[src/rtl/sd_fifo_sync_s.sv]
`default_nettype none
// ============================================================================
// sd_fifo_sync_s : single-clock srdy/drdy FIFO, registered read port, depth+1
//                  words. Optional occupancy port guarded by SD_FIFO_USAGE_EN.
// Revision: 1.0
// ============================================================================

module sd_fifo_sync_s_mem #(
  parameter int WIDTH = 8,
  parameter int DEPTH = 16,
  parameter int ASZ   = $clog2(DEPTH)
) (
  input  logic             clk,
  input  logic             reset,
  input  logic             wr_en,
  input  logic [ASZ-1:0]   wr_addr,
  input  logic [WIDTH-1:0] wr_data,
  input  logic             rd_en,
  input  logic [ASZ-1:0]   rd_addr,
  output logic [WIDTH-1:0] rd_data
);

  logic [WIDTH-1:0] mem_q [DEPTH];
  logic [WIDTH-1:0] rd_data_d;
  logic [WIDTH-1:0] rd_data_q;

  // Array is deliberately left without reset so it maps onto plain RAM.
  always_ff @(posedge clk) begin
    if (wr_en) begin
      mem_q[wr_addr] <= wr_data;
    end
  end

  always_comb begin
    rd_data_d = rd_data_q;
    if (rd_en) begin
      rd_data_d = mem_q[rd_addr];
    end
  end

  always_ff @(posedge clk or posedge reset) begin
    if (reset) begin
      rd_data_q <= '0;
    end else begin
      rd_data_q <= rd_data_d;
    end
  end

  assign rd_data = rd_data_q;

endmodule

module sd_fifo_sync_s_head #(
  parameter int ASZ = 4
) (
  input  logic         clk,
  input  logic         reset,
  input  logic         c_srdy,
  input  logic [ASZ:0] rdptr,
  output logic         c_drdy,
  output logic         wr_en,
  output logic [ASZ:0] wrptr
);

  localparam logic [ASZ:0] c_ptr_one = {{ASZ{1'b0}}, 1'b1};

  logic [ASZ:0] wrptr_d;
  logic [ASZ:0] wrptr_q;
  logic         full;

  // Same index with opposite wrap bits means the writer is a full lap ahead.
  assign full   = (wrptr_q[ASZ-1:0] == rdptr[ASZ-1:0]) && (wrptr_q[ASZ] != rdptr[ASZ]);
  assign c_drdy = !full;
  assign wr_en  = c_srdy & c_drdy;

  always_comb begin
    wrptr_d = wrptr_q;
    if (wr_en) begin
      wrptr_d = wrptr_q + c_ptr_one;
    end
  end

  always_ff @(posedge clk or posedge reset) begin
    if (reset) begin
      wrptr_q <= '0;
    end else begin
      wrptr_q <= wrptr_d;
    end
  end

  assign wrptr = wrptr_q;

endmodule

module sd_fifo_sync_s_tail #(
  parameter int ASZ = 4
) (
  input  logic         clk,
  input  logic         reset,
  input  logic [ASZ:0] wrptr,
  input  logic         p_drdy,
  output logic         rd_en,
  output logic [ASZ:0] rdptr,
  output logic         p_srdy
);

  localparam logic [ASZ:0] c_ptr_one = {{ASZ{1'b0}}, 1'b1};

  logic [ASZ:0] rdptr_d;
  logic [ASZ:0] rdptr_q;
  logic         p_srdy_d;
  logic         p_srdy_q;
  logic         empty;

  assign empty = (wrptr == rdptr_q);
  // Refill the output register whenever it is vacant or being drained.
  assign rd_en = !empty & (!p_srdy_q | p_drdy);

  always_comb begin
    rdptr_d  = rdptr_q;
    p_srdy_d = p_srdy_q;
    if (rd_en) begin
      rdptr_d  = rdptr_q + c_ptr_one;
      p_srdy_d = 1'b1;
    end else if (p_drdy) begin
      p_srdy_d = 1'b0;
    end
  end

  always_ff @(posedge clk or posedge reset) begin
    if (reset) begin
      rdptr_q  <= '0;
      p_srdy_q <= 1'b0;
    end else begin
      rdptr_q  <= rdptr_d;
      p_srdy_q <= p_srdy_d;
    end
  end

  assign rdptr  = rdptr_q;
  assign p_srdy = p_srdy_q;

endmodule

module sd_fifo_sync_s #(
  parameter int WIDTH = 8,
  parameter int DEPTH = 16
) (
  input  logic                     clk,
  input  logic                     reset,
  input  logic                     c_srdy,
  output logic                     c_drdy,
  input  logic [WIDTH-1:0]         c_data,
  output logic                     p_srdy,
  input  logic                     p_drdy,
  output logic [WIDTH-1:0]         p_data
`ifdef SD_FIFO_USAGE_EN
  ,
  output logic [$clog2(DEPTH):0]   usage
`endif
);

  localparam int ASZ = $clog2(DEPTH);

  logic         wr_en;
  logic         rd_en;
  logic [ASZ:0] wrptr;
  logic [ASZ:0] rdptr;

  sd_fifo_sync_s_head #(
    .ASZ     (ASZ)
  ) u_head (
    .clk     (clk),
    .reset   (reset),
    .c_srdy  (c_srdy),
    .rdptr   (rdptr),
    .c_drdy  (c_drdy),
    .wr_en   (wr_en),
    .wrptr   (wrptr)
  );

  sd_fifo_sync_s_tail #(
    .ASZ     (ASZ)
  ) u_tail (
    .clk     (clk),
    .reset   (reset),
    .wrptr   (wrptr),
    .p_drdy  (p_drdy),
    .rd_en   (rd_en),
    .rdptr   (rdptr),
    .p_srdy  (p_srdy)
  );

  sd_fifo_sync_s_mem #(
    .WIDTH   (WIDTH),
    .DEPTH   (DEPTH),
    .ASZ     (ASZ)
  ) u_mem (
    .clk     (clk),
    .reset   (reset),
    .wr_en   (wr_en),
    .wr_addr (wrptr[ASZ-1:0]),
    .wr_data (c_data),
    .rd_en   (rd_en),
    .rd_addr (rdptr[ASZ-1:0]),
    .rd_data (p_data)
  );

`ifdef SD_FIFO_USAGE_EN
  // Words in the array plus the one parked in the output register.
  assign usage = (wrptr - rdptr) + {{ASZ{1'b0}}, p_srdy};
`else
  // Default build: no occupancy output.
`endif

endmodule

`default_nettype wire

[config.mk]
export PLATFORM = sky130hd
export DESIGN_NAME = sd_fifo_sync_s
export DESIGN_NICKNAME = d
export VERILOG_FILES = /design/src/rtl/sd_fifo_sync_s.sv
export SDC_FILE = /design/constraint.sdc
export NUM_CORES = 1
export LEC_CHECK = 0
export CORE_MARGIN = 2
export CORE_UTILIZATION = 25
export DETAILED_ROUTE_END_ITERATION = 8
export GPL_TIMING_DRIVEN = 0
export PLACE_DENSITY = 0.44
export SLEW_MARGIN = 20
export SYNTH_ARGS = -nofsm -noshare
export SYNTH_HDL_FRONTEND = slang
export SYNTH_SLANG_ARGS = --single-unit
[constraint.sdc]
create_clock -name clk -period 4 [get_ports clk]
set_input_delay 1 -clock clk [delete_from_list [all_inputs] [get_ports clk]]
set_output_delay 1 -clock clk [all_outputs]
set_load 0.02 [all_outputs]
==> flow_metrics.env <==
export IMPL_setup_tns_final_ps=0
export IMPL_postLayoutCellArea_um2=7316
export IMPL_rows=56
export IMPL_core_um2=23610
export IMPL_setup_violations=0
export IMPL_async_reset_ff_share_pct=12.93
export IMPL_period_minus_slack_ps=3286
export IMPL_fmax_mhz=304.3
export IMPL_synth_common_cells="edfxtp_1, dfrtp_1, mux2i_1"
export IMPL_max_stage_delay_ps=550
export IMPL_hpwlAfterDp_um=9121
export IMPL_slew_viol_final=0
export IMPL_ys_warnings_count=0
export IMPL_vias_per_cell=4.343
export IMPL_hold_buffers=0
export IMPL_wl_per_cell_um=20.55
export IMPL_synth_top_area_share_pct=63.41
export IMPL_cts_resized=0
export IMPL_vias=2966
export IMPL_leakage_nw=2.492
export IMPL_drt_pass1_iterations=4
export IMPL_synth_seq_cells=147
export IMPL_setup_worst_path_start="u_head.wrptr[2]"
export IMPL_dr_first_iter_drc_count=247
export IMPL_nets=368
export IMPL_min_from="u_mem.rd_data[1]"
export IMPL_antenna_found_initial=0
export IMPL_start_kind="register"
export IMPL_cp_data_arrival_time_ps=2290
export IMPL_end_kind="output pin"
export IMPL_rsz0062_at_grt="no"
export IMPL_crit_buf_inv=3
export IMPL_hp_class="register to register"
export IMPL_drv_cap=0
export IMPL_synth_largest_area_cell="edfxtp_1"
export IMPL_syn_instance_count=307
export IMPL_place_congestion=0.7464
export IMPL_critPathKind="register to output pin"
export IMPL_ant_nets=0
export IMPL_synth_edf_count=128
export IMPL_grt_max_degree=20
export IMPL_cts_sinks=147
export IMPL_dieWidth_um=159.7
export IMPL_fin_skew_ps=10.55
export IMPL_final_hold_violation_count=0
export IMPL_grt_pass1_vias=3097
export IMPL_fin_hold_ws_ps=505.7
export IMPL_drive_above_1_share_pct=20.60
export IMPL_area_growth_pct=20.68
export IMPL_cts_tree="built"
export IMPL_worstPathRequired_ps=3000
export IMPL_p_per_area_nw_per_um2=744.1
export IMPL_wl_um=14040
export IMPL_syn_avg_cell_area_um2=19.75
export IMPL_clk_latency_ps=420
export IMPL_port_buffers=21
export IMPL_synth_most_common_cell="edfxtp_1"
export IMPL_drc=0
export IMPL_fin_ws_ps=713.9
export IMPL_cp_top_family="buffers and inverters"
export IMPL_vdd_ir_drop_max_mv=0.3422
export IMPL_ios=22
export IMPL_pre_cts_slack_ps=854.4
export IMPL_dieHeight_um=159.7
export IMPL_cts_buffers_inserted=17
export IMPL_power_w=0.005444
export IMPL_post_cts_buffers=0
export IMPL_ys_seq_area_share_pct=71.25
export IMPL_clkSlewWorstSetupHoldPaths_ps=60
export IMPL_antennaDiodeCount=0
export IMPL_synth_cell_type_count=34
export IMPL_initial_core_util_pct=25.67
export IMPL_status="finished, final reports clean"
export IMPL_finalCritPeriodShare_pct=82.15
export IMPL_h_tree_depth=4
export IMPL_die_area_um2=25510
export IMPL_grt_overflow_total=0
export IMPL_nFillCells=2309
export IMPL_ys_flop_type="edfxtp_1"
export IMPL_placed_cell_area_um2=6724
export IMPL_cpMaxStageDelayCell="clkdlybuf4s50_1"
export IMPL_crit_path_cell_trace="clkbuf_1 > xnor2_1 > nand4_1 > buf_2 > nand2b_1 > clkdlybuf4s50_1"
export IMPL_clockRootBuffer="clkbuf_16"
export IMPL_relSlewSlack_pct=39.57
export IMPL_r2r_start="u_tail.rdptr[3]"
export IMPL_grt_pass1_wl_um=20580
export IMPL_crit_path_max_fanout=10
export IMPL_clockBufferDepth=2
export IMPL_synth_area_leaders="edfxtp_1, dfrtp_1, mux4_1"
export IMPL_synth_area_um2=6062
export IMPL_syn_nets=324
export IMPL_grt_usage_pct=11.43
export IMPL_tightest_slew_ps=905.4
sequential cells by signal (all words and copies together), names as in the netlist:
name / cells
u_head.wrptr: 5
u_mem.mem_q: 128
u_tail.rdptr: 5
u_tail.p_srdy: 1
u_mem.rd_data: 8
path summary, 6_finish.rpt:
kind / slack (ps) / end / cells past startpoint
worst max-delay path: 710 / c_drdy / 6
worst min-delay path: 510 / u_mem.rd_data[1] / 1
worst max register to register: 1390 / u_mem.mem_q[3][7] / 7
worst min register to register: 510 / u_mem.rd_data[1] / 1
max in group asynchronous: 2360 / u_mem.rd_data[0] / 2
min in group asynchronous: 1070 / u_tail.p_srdy / 2
placed cells by master, fill, tap and decap left out, types with 3 or more instances in the layout:
| cell type | count |
|---|---|
| o211ai_1 | 5 |
| mux4_1 | 13 |
| mux2_2 | 9 |
| clkinv_2 | 4 |
| a221oi_1 | 8 |
| clkinv_4 | 3 |
| and4_1 | 3 |
| and4b_1 | 8 |
| mux2_4 | 7 |
| nand2b_1 | 10 |
| buf_2 | 6 |
| and3_1 | 3 |
| xnor2_1 | 12 |
| dfrtp_1 | 19 |
| bufinv_16 | 3 |
| edfxtp_1 | 128 |
| inv_1 | 4 |
| mux4_2 | 11 |
| mux2i_1 | 16 |
| clkbuf_16 | 17 |
| nor4b_2 | 4 |
| clkbuf_1 | 8 |
| ha_1 | 5 |
| clkdlybuf4s50_1 | 21 |
| buf_4 | 5 |
| clkinvlp_4 | 3 |
| a22o_1 | 8 |
cells by family after synthesis:
family / Yosys count / share of synthesized area [%]
AO/OA/AOI/OAI: 25 / 3.406
multiplexers: 58 / 16.14
flip-flops: 147 / 71.25
AND/OR/NAND/NOR: 34 / 4.170
adder cells (fa/ha/maj): 5 / 1.032
buffers and inverters: 24 / 1.981
XOR/XNOR: 14 / 2.023
metal layers:
metal | GRT usage [%] | routed length, um | vias up
li1 | - | - | 1351
met5 | 0 | 0 | -
met2 | 17.55 | 6576 | 54
met1 | 15.66 | 6666 | 1543
met3 | 2.779 | 532 | 18
met4 | 4.380 | 261 | 0
final cells by class:
cell class	count	area, um^2	area share [%]
Buffer	20	105.1	1.437
Clock buffer	17	425.4	5.815
Clock inverter	15	166.4	2.275
Inverter	4	15.01	0.2052
Multi-Input combinational cell	136	1648	22.52
Sequential cell	147	4319	59.04
Tap cell	319	399.1	5.456
Timing Repair Buffer	25	237.7	3.250
through the flow:
step / utilization (%) / instances
CTS: 30.98 / 683
global placement: 28.25 / 647
finish: 30.98 / 683
global route: 30.98 / 683
floorplan: - / 307
detailed placement: 28.48 / 651
power breakdown:
group	switching, W	internal (W)
clock network	0.000614	0.000973
registers	0.0000960	0.00191
logic	0.00100	0.000851
total	0.00171	0.00373
Power figures use the tool's default switching activity.
